==> src/rtl/jtag_source_sync.sv <==
// Purpose : clk-domain consumer of the JTAG source/probe register; synchronizes and
//           debounces the tck-domain source bus, and registers the status word read back.
// Latency : source_async -> source_sync/source_valid in SYNC_STAGES+STABLE_CYCLES+1 clocks.
// Backpr. : none; source_valid is a one-cycle pulse and there is no ready input.
//
// Ports:
//   clk          system clock, the only clock in this block
//   reset        asynchronous, active-high reset
//   source_async JTAG source bus, asynchronous to clk
//   sys_status   system status word to be read back over JTAG
//   freeze       1 = hold probe at its current value
//   source_sync  filtered, committed source value
//   source_valid one-cycle pulse when source_sync has just been updated
//   probe        registered status word, to the JTAG probe input
//   busy         1 while a candidate value is settling or being committed
module jtag_source_sync #(
    parameter int Dw            = 2,
    parameter int SYNC_STAGES   = 2,
    parameter int STABLE_CYCLES = 4
) (
    input  logic          clk,
    input  logic          reset,
    input  logic [Dw-1:0] source_async,
    input  logic [Dw-1:0] sys_status,
    input  logic          freeze,
    output logic [Dw-1:0] source_sync,
    output logic          source_valid,
    output logic [Dw-1:0] probe,
    output logic          busy
);

    localparam int CW = $clog2(STABLE_CYCLES + 1);
    localparam logic [CW-1:0] CNT_LAST = CW'(STABLE_CYCLES - 1);

    typedef enum logic [1:0] {
        ST_IDLE   = 2'd0,
        ST_SETTLE = 2'd1,
        ST_COMMIT = 2'd2
    } state_e;

    state_e        state_q, state_d;
    logic [Dw-1:0] sync_q [SYNC_STAGES];
    logic [Dw-1:0] sync_d [SYNC_STAGES];
    logic [Dw-1:0] cand_q, cand_d;
    logic [CW-1:0] cnt_q, cnt_d;
    logic [Dw-1:0] source_sync_q, source_sync_d;
    logic          source_valid_q, source_valid_d;
    logic          busy_q, busy_d;
    logic [Dw-1:0] probe_q, probe_d;

    logic [Dw-1:0] s;
    logic          cand_match;
    logic          cnt_last;
    logic          commit_new;

    // Synchronizer chain: plain shift of the raw bus. Multi-bit skew across the
    // bits is tolerated because the FSM only accepts a value after it has been
    // seen unchanged for STABLE_CYCLES consecutive samples.
    always_comb begin
        sync_d[0] = source_async;
        for (int i = 1; i < SYNC_STAGES; i++) begin
            sync_d[i] = sync_q[i-1];
        end
    end

    assign s          = sync_q[SYNC_STAGES-1];
    assign cand_match = (s == cand_q);
    assign cnt_last   = (cnt_q == CNT_LAST);
    // A settled candidate equal to the committed value means the bus bounced
    // back; that case returns to IDLE silently.
    assign commit_new = (state_q == ST_SETTLE) && cand_match && cnt_last
                        && (cand_q != source_sync_q);

    // State register
    always_ff @(posedge clk or posedge reset) begin
        if (reset) begin
            state_q <= ST_IDLE;
        end else begin
            state_q <= state_d;
        end
    end

    // Next-state logic, including the candidate/stability counter
    always_comb begin
        state_d = state_q;
        cand_d  = cand_q;
        cnt_d   = cnt_q;
        case (state_q)
            ST_IDLE: begin
                if (s != source_sync_q) begin
                    state_d = ST_SETTLE;
                    cand_d  = s;
                    cnt_d   = '0;
                end
            end
            ST_SETTLE: begin
                if (!cand_match) begin
                    // Glitch or further change: restart the stability count.
                    cand_d = s;
                    cnt_d  = '0;
                end else if (!cnt_last) begin
                    cnt_d = cnt_q + 1'b1;
                end else if (cand_q != source_sync_q) begin
                    state_d = ST_COMMIT;
                end else begin
                    state_d = ST_IDLE;
                end
            end
            ST_COMMIT: begin
                // One-cycle pulse; IDLE re-examines s on the next cycle so a
                // change arriving now is not lost.
                state_d = ST_IDLE;
            end
            default: begin
                state_d = ST_IDLE;
            end
        endcase
    end

    // Output logic (all outputs registered)
    always_comb begin
        source_sync_d  = source_sync_q;
        source_valid_d = 1'b0;
        busy_d         = (state_d != ST_IDLE);
        if (commit_new) begin
            source_sync_d  = cand_q;
            source_valid_d = 1'b1;
        end
        probe_d = freeze ? probe_q : sys_status;
    end

    // Datapath registers
    always_ff @(posedge clk or posedge reset) begin
        if (reset) begin
            for (int i = 0; i < SYNC_STAGES; i++) begin
                sync_q[i] <= '0;
            end
            cand_q         <= '0;
            cnt_q          <= '0;
            source_sync_q  <= '0;
            source_valid_q <= 1'b0;
            busy_q         <= 1'b0;
            probe_q        <= '0;
        end else begin
            for (int i = 0; i < SYNC_STAGES; i++) begin
                sync_q[i] <= sync_d[i];
            end
            cand_q         <= cand_d;
            cnt_q          <= cnt_d;
            source_sync_q  <= source_sync_d;
            source_valid_q <= source_valid_d;
            busy_q         <= busy_d;
            probe_q        <= probe_d;
        end
    end

    assign source_sync  = source_sync_q;
    assign source_valid = source_valid_q;
    assign busy         = busy_q;
    assign probe        = probe_q;

endmodule
==> config.mk <==
export PLATFORM = sky130hd
export DESIGN_NAME = jtag_source_sync
export DESIGN_NICKNAME = d
export VERILOG_FILES = /design/src/rtl/jtag_source_sync.sv
export SDC_FILE = /design/constraint.sdc
export NUM_CORES = 1
export LEC_CHECK = 0
export ABC_AREA = 1
export CORE_MARGIN = 2
export CORE_UTILIZATION = 40
export CTS_CLUSTER_SIZE = 10
export DETAILED_ROUTE_END_ITERATION = 16
export PLACE_DENSITY = 0.64
export SETUP_SLACK_MARGIN = 0.4
export SLEW_MARGIN = 25
export SYNTH_ARGS = -nofsm -noshare
export SYNTH_HDL_FRONTEND = slang
export SYNTH_SLANG_ARGS = --single-unit
export TNS_END_PERCENT = 10
==> constraint.sdc <==
create_clock -name clk -period 1.94 [get_ports clk]
set_clock_uncertainty 0.05 [all_clocks]
set_input_delay 0.388 -clock clk [delete_from_list [all_inputs] [get_ports clk]]
set_output_delay 0.388 -clock clk [all_outputs]
set_load 0.005 [all_outputs]
==> summary.md, run 1 <==
| Metric | Value |
|---|---|
| Outcome | `completed` |
| Core Region | `1760 um2` |
| Post-synthesis register bit count | `17` |
| Clock transition at path regs | `90 ps` |
| Max Cap Viol | `0` |
| Setup_tns | `0 ps` |
| PortBufs | `12` |
| R2R Path Start | `cand_q[1]$_DFFE_PP0P_` |
| Maximum vdd drop | `0.404 mV` |
| Global-route wire length before repair | `2170 um` |
| Io pins | `13` |
| Syn Area/Cell | `8.98 um2` |
| GPL Wtd Cong | `0.735` |
| Rows | `15` |
| PwrDens | `831 nW/um2` |
| # fillers | `184` |
| Syn nets | `96` |
| Critical Path, Cell by Cell | `clkdlybuf4s50_1` |
| Largest net degree at the start of global routing | `12` |
| Critical-path maximum fanout | `2` |
| Routed Antenna Nets | `0` |
| Synth warn | `0` |
| Die H | `47.9 um` |
| Final max-slew violation count | `0` |
| Slowest cell on crit path | `clkdlybuf4s50_1` |
| Placed cell areas | `931 um2` |
| GRT Total Usage | `0.143` |
| Via count | `581` |
| Worst-Margin Slew | `318 ps` |
| CTS tree | `done` |
| Mapped Area | `772 um2` |
| Worst Path Arrival | `1130 ps` |
| Vias per cell | `4.47` |
| Max Buffers Root-to-Sink | `2` |
| Power Total | `809 uW` |
| Drt pass-1 iters | `4` |
| Initial antenna violation count | `0` |
| Chip width | `47.9 um` |
| Die footprint | `2300 um2` |
| Clock sink count | `17` |
| Final min period | `1570 ps` |
| CTS H-tree lvls | `1` |
| Final hold viol count | `0` |
| Static leakage | `0.000511 uW` |
| Share of cells above drive strength 1 | `0.114` |
| CTS Buf Count | `3` |
| Count of nets after finishing | `116` |
| Cell family with most CP delay | `buffers and inverters` |
| Post-route cell area | `973 um2` |
| Depth of the most critical reg-to-reg path | `4` |
| Initial Util | `0.438` |
| Crit start category | `flop` |
| Unrepaired setup endpoints after global routing | `yes` |
| ANT cells | `0` |
| Worst relative slew slack | `0.787` |
| Worst min path class | `input port to async pin` |
| Root Buffer | `clkbuf_4` |
| Clock Latency Late Sink | `280 ps` |
| Initial DRC Count | `11` |
| Post-DP HPWL | `1060 um` |
| Max Fclk | `638 MHz` |
| # DRC | `0` |
| Hold-fix buffers, CTS | `0` |
| R2R Path End | `busy$_DFF_PP0_` |
| Congestion Overflow GR | `0` |
| CP required | `1500 ps` |
| Wire length per cell | `10.1 um` |
| Layout area overhead | `26.1%` |
| Final period util | `0.808` |
| Drt total wl | `1310 um` |
| Sequential fraction of the synthesis area | `0.551` |
| Max incr delay on CP | `500 ps` |
| R2R Setup Slk | `560 ps` |
| Vias in the first global route | `525` |
| Final setup violation count | `0` |
| Netlist cell types | `17` |
| Critical Path Sink Type | `output port` |
| Synth Instances | `86` |
| Path type of the worst setup path | `flop to output port` |
| Worst Path Buf+Inv | `1` |
[cells in the mapped netlist (all sizes together)]
| cell type | count | area [um2] |
|---|---|---|
| nand2 | 25 | 93.8 |
| dfrtp | 17 | 425 |
| inv | 16 | 60.1 |
| nor2 | 7 | 36.3 |
| nand3 | 5 | 30.0 |
| nand4 | 4 | 25.0 |
| ha | 3 | 37.5 |
| o21ai | 3 | 15.0 |
| mux2 | 2 | 22.5 |
| and2 | 1 | 6.26 |
| nor3 | 1 | 5.00 |
| or2 | 1 | 6.26 |
| xnor2 | 1 | 8.76 |
[sequential cells by signal (all words and copies together) (netlist names)]
signal        flops
source_valid      1
sync_d            2
state_q           2
source_sync       2
s                 2
probe             2
cnt_q             3
cand_q            2
busy              1
[cell type report]
cell class              count  area, um2  area share
well taps                  25       31.3      0.0321
inverters                  16       60.1      0.0617
multi-input cells          53        287       0.294
repair buffers             15        144       0.148
flip-flops and latches     17        425       0.437
clock buffers               4       26.3      0.0270
[how the worst max path moves through the flow]
stage	start	to	slack, ps	cells past startpoint
6_report	source_sync[1]$_DFFE_PP0P_	source_sync[1]	370	1
5_1_grt	probe[1]$_DFFE_PP0N_	probe[1]	310	1
4_1_cts	source_sync[1]$_DFFE_PP0P_	source_sync[1]	350	1
3_5_place_dp	freeze	probe[1]$_DFFE_PP0N_	550	2
3_3_place_gp	freeze	probe[0]$_DFFE_PP0N_	550	2
2_1_floorplan	cnt_q[0]$_DFFE_PP0P_	cnt_q[0]$_DFFE_PP0P_	720	6
[cells by family after synthesis]
kind of cell | count (synthesis) | share of synthesized area
flops | 17 | 0.551
simple gates | 44 | 0.263
mux | 2 | 0.0292
buf+inv | 16 | 0.0778
compound gates | 3 | 0.0194
fa+ha+maj | 3 | 0.0486
xor+xnor | 1 | 0.0113
[power breakdown]
part           internal (uW)  total, uW  switching, uW
sequential               394        426           32.2
clock                   79.8        182            103
combinational           96.7        200            104
total                    571        809            238
[timing repair]
item | 4_1_cts | 5_1_grt
resized for setup | 1 | 1
hold endpoints to repair | 0 | 0
setup buffers | 2 | 0
setup endpoints to repair | 6 | 5
[stage by stage]
step | hold WS [ps] | std cells | worst slack [ps] | util
final | 266 | 130 | 373 | 0.552
after floorplan | 264 | 86 | 725 | -
after global placement | 282 | 124 | 554 | 0.528
after global routing | 292 | 130 | 307 | 0.552
after CTS | 269 | 130 | 354 | 0.550
after detailed placement | 293 | 124 | 554 | 0.528
[layer usage]
layer / GRT usage / share of wire / up-vias
li1: - / - / 301
met1: 0.190 / 0.48 / 271
met2: 0.211 / 0.48 / 7
met3: 0.0226 / 0.026 / 2
met4: 0.0973 / 0.016 / 0
met5: 0 / 0 / -
[placed cells by master, fill, tap and decap left out, drive strengths merged]
cell type	Yosys	routed
dlygate4sd2	0	1
dlymetal6s2s	0	1
buf	0	3
ha	3	3
and2	1	1
clkdlybuf4s50	0	10
clkbuf	0	4
nor2	7	7
nand3	5	5
o21ai	3	3
nor3	1	1
mux2	2	2
or2	1	1
nand4	4	4
inv	16	16
dfrtp	17	17
nand2	25	25
xnor2	1	1
Note: power is estimated with default switching activity, not from simulation.
==> inputs of run 2 (changes only) <==
Settings changed: PLACE_DENSITY 0.64 to 0.66.
Clock period 1.94 ns to 1.26 ns, I/O delays scaled along.
==> run 2 against run 1 <==
Effect of this change:
- first-iteration DRC count down 18%
- critical endpoint is now cnt_q[1]$_DFFE_PP0P_
- the flow now finishes with violations (setup timing)
- wire length up 25%
- sequential power up 60%
- largest power group unchanged
- die area unchanged
- largest cell class unchanged
==> summary.md, run 2 (synthesis results as in run 1) <==
| Metric | Value |
|---|---|
| Met3 usage | `0.0340` |
| Worst relative slew slack | `0.842` |
| GPL Wtd Cong | `0.812` |
| Outcome | `finished, violations left` |
| Sw Ratio | `0.324` |
| Rows | `15` |
| Placed cell areas | `970 um2` |
| Clock transition at path regs | `100 ps` |
| Sw Pwr | `460 uW` |
| Share of power burned in registers | `0.479` |
| Final setup violation count | `7` |
| Path type of the worst setup path | `flop to flop` |
| Most common cell after layout, fill and taps aside | `nand2_1` |
| Met2 Use GR | `0.251` |
| Final period util | `1.04` |
| GRT Total Usage | `0.159` |
| Global-route wire length before repair | `2420 um` |
| Maximum vdd drop | `0.772 mV` |
| ANT cells | `0` |
| Clock sink count | `17` |
| R2R Path End | `cnt_q[1]$_DFFE_PP0P_` |
| Initial DRC Count | `9` |
| Setup ws final | `-49.8 ps` |
| Pint | `961 uW` |
| Initial antenna violation count | `0` |
| Worst Path Arrival | `1440 ps` |
| Worst min path class | `input port to async pin` |
| Final min period | `1310 ps` |
| Vias in the first global route | `606` |
| Static leakage | `0.000548 uW` |
| Max Fclk | `763 MHz` |
| Post-DP HPWL | `1160 um` |
| Critical-path maximum fanout | `3` |
| Layout area overhead | `47.2%` |
| Clock Latency Late Sink | `280 ps` |
| Hold-fix buffers, CTS | `0` |
| Unrepaired setup endpoints after global routing | `yes` |
| Clock power frac | `0.195` |
| Routed Antenna Nets | `0` |
| Drt total wl | `1640 um` |
| PortBufs | `12` |
| GRT busiest layer | `met2` |
| R2R Setup Slk | `-50 ps` |
| Biggest register | `cnt_q` |
| Die footprint | `2300 um2` |
| Vias per cell | `4.51` |
| Drt pass-1 iters | `4` |
| Die H | `47.9 um` |
| CTS tree | `done` |
| CTS Buf Count | `3` |
| Failing checks | `setup timing` |
| Crit path to | `cnt_q[1]$_DFFE_PP0P_` |
| R2R Path Start | `cnt_q[0]$_DFFE_PP0P_` |
| Count of nets after finishing | `124` |
| CP required | `1390 ps` |
| Fin Hold WS | `215 ps` |
| Chip width | `47.9 um` |
| # DRC | `0` |
| Max FFs per register | `3` |
| Core Region | `1760 um2` |
| CTS H-tree lvls | `1` |
| Largest net degree at the start of global routing | `18` |
| Max Cap Viol | `0` |
| PwrDens | `1250 nW/um2` |
| CP Launch Point | `cnt_q[0]$_DFFE_PP0P_` |
| M1 GR Usage | `0.193` |
| Final max-slew violation count | `0` |
| Critical Path Sink Type | `flop` |
| Post-route cell area | `1140 um2` |
| Wire length per cell | `11.9 um` |
| Root Buffer | `clkbuf_4` |
| Combinational Power Share | `0.327` |
| Crit start category | `flop` |
| Max Buffers Root-to-Sink | `2` |
| Initial Util | `0.438` |
| Final hold viol count | `0` |
| Congestion Overflow GR | `0` |
| Via count | `623` |
| Worst-Margin Slew | `236 ps` |
| Share of cells above drive strength 1 | `0.469` |
| Io pins | `13` |
| Depth of the most critical reg-to-reg path | `6` |
| Most frequent cells in the layout | `nand2_1 (19), dfrtp_1 (14), inv_1 (11), buf_4 (8), nand2_2 (6)` |
[run 2: cell types whose count changed in the layout (fill, tap and decap cells not counted), sizes merged]
cell           previous run  this run
dlymetal6s2s              1         0
buf                       3        17
clkbuf                    4         3
clkdlybuf4s50            10         5
clkinv                    0         1
[run 2: through the flow]
step / instances / utilization / setup WS (ps) / TNS [ps] / total power (uW)
after detailed placement: 125 / 0.550 / -77.8 / -423 / 991
after floorplan: 86 / - / 107 / 0 / 866
after global placement: 125 / 0.550 / -37.8 / -124 / 973
after CTS: 135 / 0.592 / -126 / -530 / 1340
final: 138 / 0.644 / -49.8 / -234 / 1420
after global routing: 138 / 0.644 / -129 / -883 / 1520
[run 2: repair_timing]
item                                    in CTS  in global routing
endpoints found under the setup margin      19                 17
setup buffers                                6                  3
pin swaps                                    6                  9
gates resized for setup                     33                 19
[run 2: worst max-delay path: stages (launching register included)]
cell	delay, ps
dfrtp_1	440
ha_4	190
ha_4	160
nand4_1	150
nand2_2	100
nand2_1	80
nand2_1	50
[run 2: how the worst min path moves through the flow]
stage,start,end,slack (ps),depth (start not counted)
final,reset,sync_d[0]$_DFF_PP0_,210,3
after global routing,reset,sync_d[0]$_DFF_PP0_,240,3
after CTS,reset,sync_d[0]$_DFF_PP0_,210,3
after detailed placement,sync_d[0]$_DFF_PP0_,s[0]$_DFF_PP0_,290,0
after global placement,sync_d[0]$_DFF_PP0_,s[0]$_DFF_PP0_,280,0
after floorplan,reset,busy$_DFF_PP0_,130,1
[run 2: area by class of cell]
type / count / area (um2)
fill: 149 / 628
clock buffer: 3 / 22.5
multi-input combinational: 53 / 397
inverter: 16 / 62.6
timing repair buffer: 23 / 189
tap: 25 / 31.3
clock inverter: 1 / 5.00
sequential: 17 / 429
[run 2: power groups by stage]
stage | registers (uW) | clock network (uW) | logic (uW)
after global placement | 675 | 0 | 299
after floorplan | 669 | 0 | 197
after CTS | 661 | 294 | 386
final | 680 | 277 | 464
after global routing | 690 | 319 | 513
after detailed placement | 678 | 0 | 313
[run 2: routing by layer]
| metal | vias up | part of all wire |
|---|---|---|
| met3 | 6 | 0.036 |
| li1 | 319 | - |
| met1 | 286 | 0.44 |
| met2 | 12 | 0.50 |
| met4 | 0 | 0.023 |
| met5 | - | 0 |
==> inputs of run 3 (changes only) <==
Settings changed: CORE_ASPECT_RATIO set to 0.8, SETUP_SLACK_MARGIN 0.4 to 0.02.
==> run 3 against run 2 <==
Effect of this change:
- the run still ends with setup timing left
- power decreased by 7.6%
- die area is 0.10% higher
- highest routed layer is now met3
- wire length shrank 20%
==> summary.md, run 3 (synthesis results as in run 1) <==
| Metric | Value |
|---|---|
| Largest net degree at the start of global routing | `18` |
| Die H | `43.3 um` |
| Combinational Power Share | `0.271` |
| Vias per cell | `4.54` |
| Chip width | `53.1 um` |
| Setup WS pre-CTS | `-98.4 ps` |
| Count of nets after finishing | `118` |
| Final max-slew violation count | `0` |
| Failing checks | `setup timing` |
| Io pins | `13` |
| Max incr delay on CP | `410 ps` |
| Max Cap Viol | `0` |
| Critical Path Sink Type | `flop` |
| Via count | `595` |
| # DRC | `0` |
| Static leakage | `0.000509 uW` |
| Slowest cell on crit path | `dfrtp_1` |
| Rows | `14` |
| Most frequent CP cell | `nand2_1` |
| Drt pass-1 iters | `2` |
| CTS H-tree lvls | `1` |
| Clock sink count | `17` |
| Initial Util | `0.416` |
| Crit start category | `flop` |
| Critical-path maximum fanout | `3` |
| Biggest register | `cnt_q` |
| CP Launch Point | `cnt_q[0]$_DFFE_PP0P_` |
| Post-route cell area | `1020 um2` |
| Max FFs per register | `3` |
| R2R Path Start | `cnt_q[0]$_DFFE_PP0P_` |
| Final setup violation count | `8` |
| Setup ws final | `-47.3 ps` |
| Root Buffer | `clkbuf_4` |
| Worst relative slew slack | `0.789` |
| Share of cells above drive strength 1 | `0.215` |
| Die footprint | `2300 um2` |
| Core Region | `1860 um2` |
| Routed Antenna Nets | `0` |
| Final period util | `1.04` |
| Global-route wire length before repair | `2530 um` |
| Max Buffers Root-to-Sink | `2` |
| Final hold viol count | `0` |
| Most frequent cells in the layout | `nand2_1 (24), dfrtp_1 (16), inv_1 (14), clkdlybuf4s50_1 (6), clkdlybuf4s15_1 (5)` |
| Initial DRC Count | `6` |
| Wire length per cell | `10.1 um` |
| GRT Total Usage | `0.155` |
| Unrepaired setup endpoints after global routing | `yes` |
| Clock Latency Late Sink | `290 ps` |
| Share of power burned in registers | `0.504` |
| GPL Wtd Cong | `0.841` |
| Congestion Overflow GR | `0` |
| Drt total wl | `1320 um` |
| Layout area overhead | `31.9%` |
| CTS tree | `done` |
| PortBufs | `12` |
| Placed cell areas | `945 um2` |
| Sw Ratio | `0.312` |
| Clock transition at path regs | `100 ps` |
| Final min period | `1310 ps` |
| Outcome | `finished, violations left` |
| PwrDens | `1290 nW/um2` |
| Max Fclk | `765 MHz` |
| Critical Path, Cell by Cell | `ha_2 > ha_1 > nand4_1 > nand2_2 > nand2_1 > nand2_1` |
| Maximum vdd drop | `0.715 mV` |
| Vias in the first global route | `616` |
| Most common cell after layout, fill and taps aside | `nand2_1` |
| Worst min path class | `input port to async pin` |
| Worst-Margin Slew | `316 ps` |
| CTS Buf Count | `3` |
| ANT cells | `0` |
| Post-DP HPWL | `1050 um` |
| Setup_tns | `-182 ps` |
| Clock power frac | `0.224` |
| Final Util | `0.549` |
| Sw Pwr | `409 uW` |
| Pint | `904 uW` |
| CP required | `1410 ps` |
| Initial antenna violation count | `0` |
| Path type of the worst setup path | `flop to flop` |
| Worst Path Arrival | `1450 ps` |
run 3: changes by cell type in the layout (fill, tap and decap cells not counted), sizes merged:
cell | before | now
clkdlybuf4s50 | 5 | 6
clkinv | 1 | 0
dlygate4sd2 | 1 | 0
buf | 17 | 5
clkdlybuf4s15 | 0 | 5
clkinvlp | 0 | 1
clkbuf | 3 | 4
run 3: stage by stage:
step | hold WS [ps] | cells | total power [uW]
after floorplan | 128 | 86 | 850
after global placement | 286 | 125 | 969
after detailed placement | 286 | 125 | 980
after CTS | 201 | 131 | 1320
after global routing | 232 | 131 | 1420
final | 202 | 131 | 1310
run 3: cell type report:
type / count / area (um2)
Tap cell: 24 / 30.0
Sequential cell: 17 / 427
Fill cell: 171 / 838
Multi-Input combinational cell: 53 / 309
Clock inverter: 1 / 7.51
Clock buffer: 3 / 22.5
Timing Repair Buffer: 17 / 160
Inverter: 16 / 62.6
run 3: repair_timing:
action                     in CTS  in global routing
setup endpoints to repair      15                 14
hold buffers                    0                  0
hold endpoints to repair        0                  0
setup buffers                   2                  0
gates resized for setup        20                  5
pin swaps                       1                  0
run 3: power by group through the flow:
stage | Combinational (uW) | Sequential, uW | Clock, uW
finish | 356 | 663 | 295
global route | 408 | 673 | 341
CTS | 351 | 660 | 309
detailed placement | 307 | 673 | 0
global placement | 298 | 671 | 0
floorplan | 185 | 665 | 0
run 3: worst paths after layout:
path                                         end  slack, ps  cells after the start
max                         cnt_q[2]$_DFFE_PP0P_        -50                      6
min                         probe[1]$_DFFE_PP0N_        200                      3
max reg2reg                 cnt_q[2]$_DFFE_PP0P_        -50                      6
min reg2reg                       s[0]$_DFF_PP0_        310                      0
max in group asynchronous  cand_q[1]$_DFFE_PP0P_        750                      3
min in group clk                  s[0]$_DFF_PP0_        310                      0
run 3: critical path, delay by kind of cell (launching register included):
kind	cells	cell delay (ps)
adders and majority gates	2	390
DFF	1	410
and+or+nand+nor	4	370
run 3: routing by layer:
metal  up-vias  routed length (um)  part of all wire  GRT usage
li1        309                   -                 -          -
met1       273                 589              0.45      0.190
met2        13                 641              0.49      0.243
met3         0                  86             0.065     0.0845
met4         0                   0                 0     0.0256
met5         -                   0                 0          0
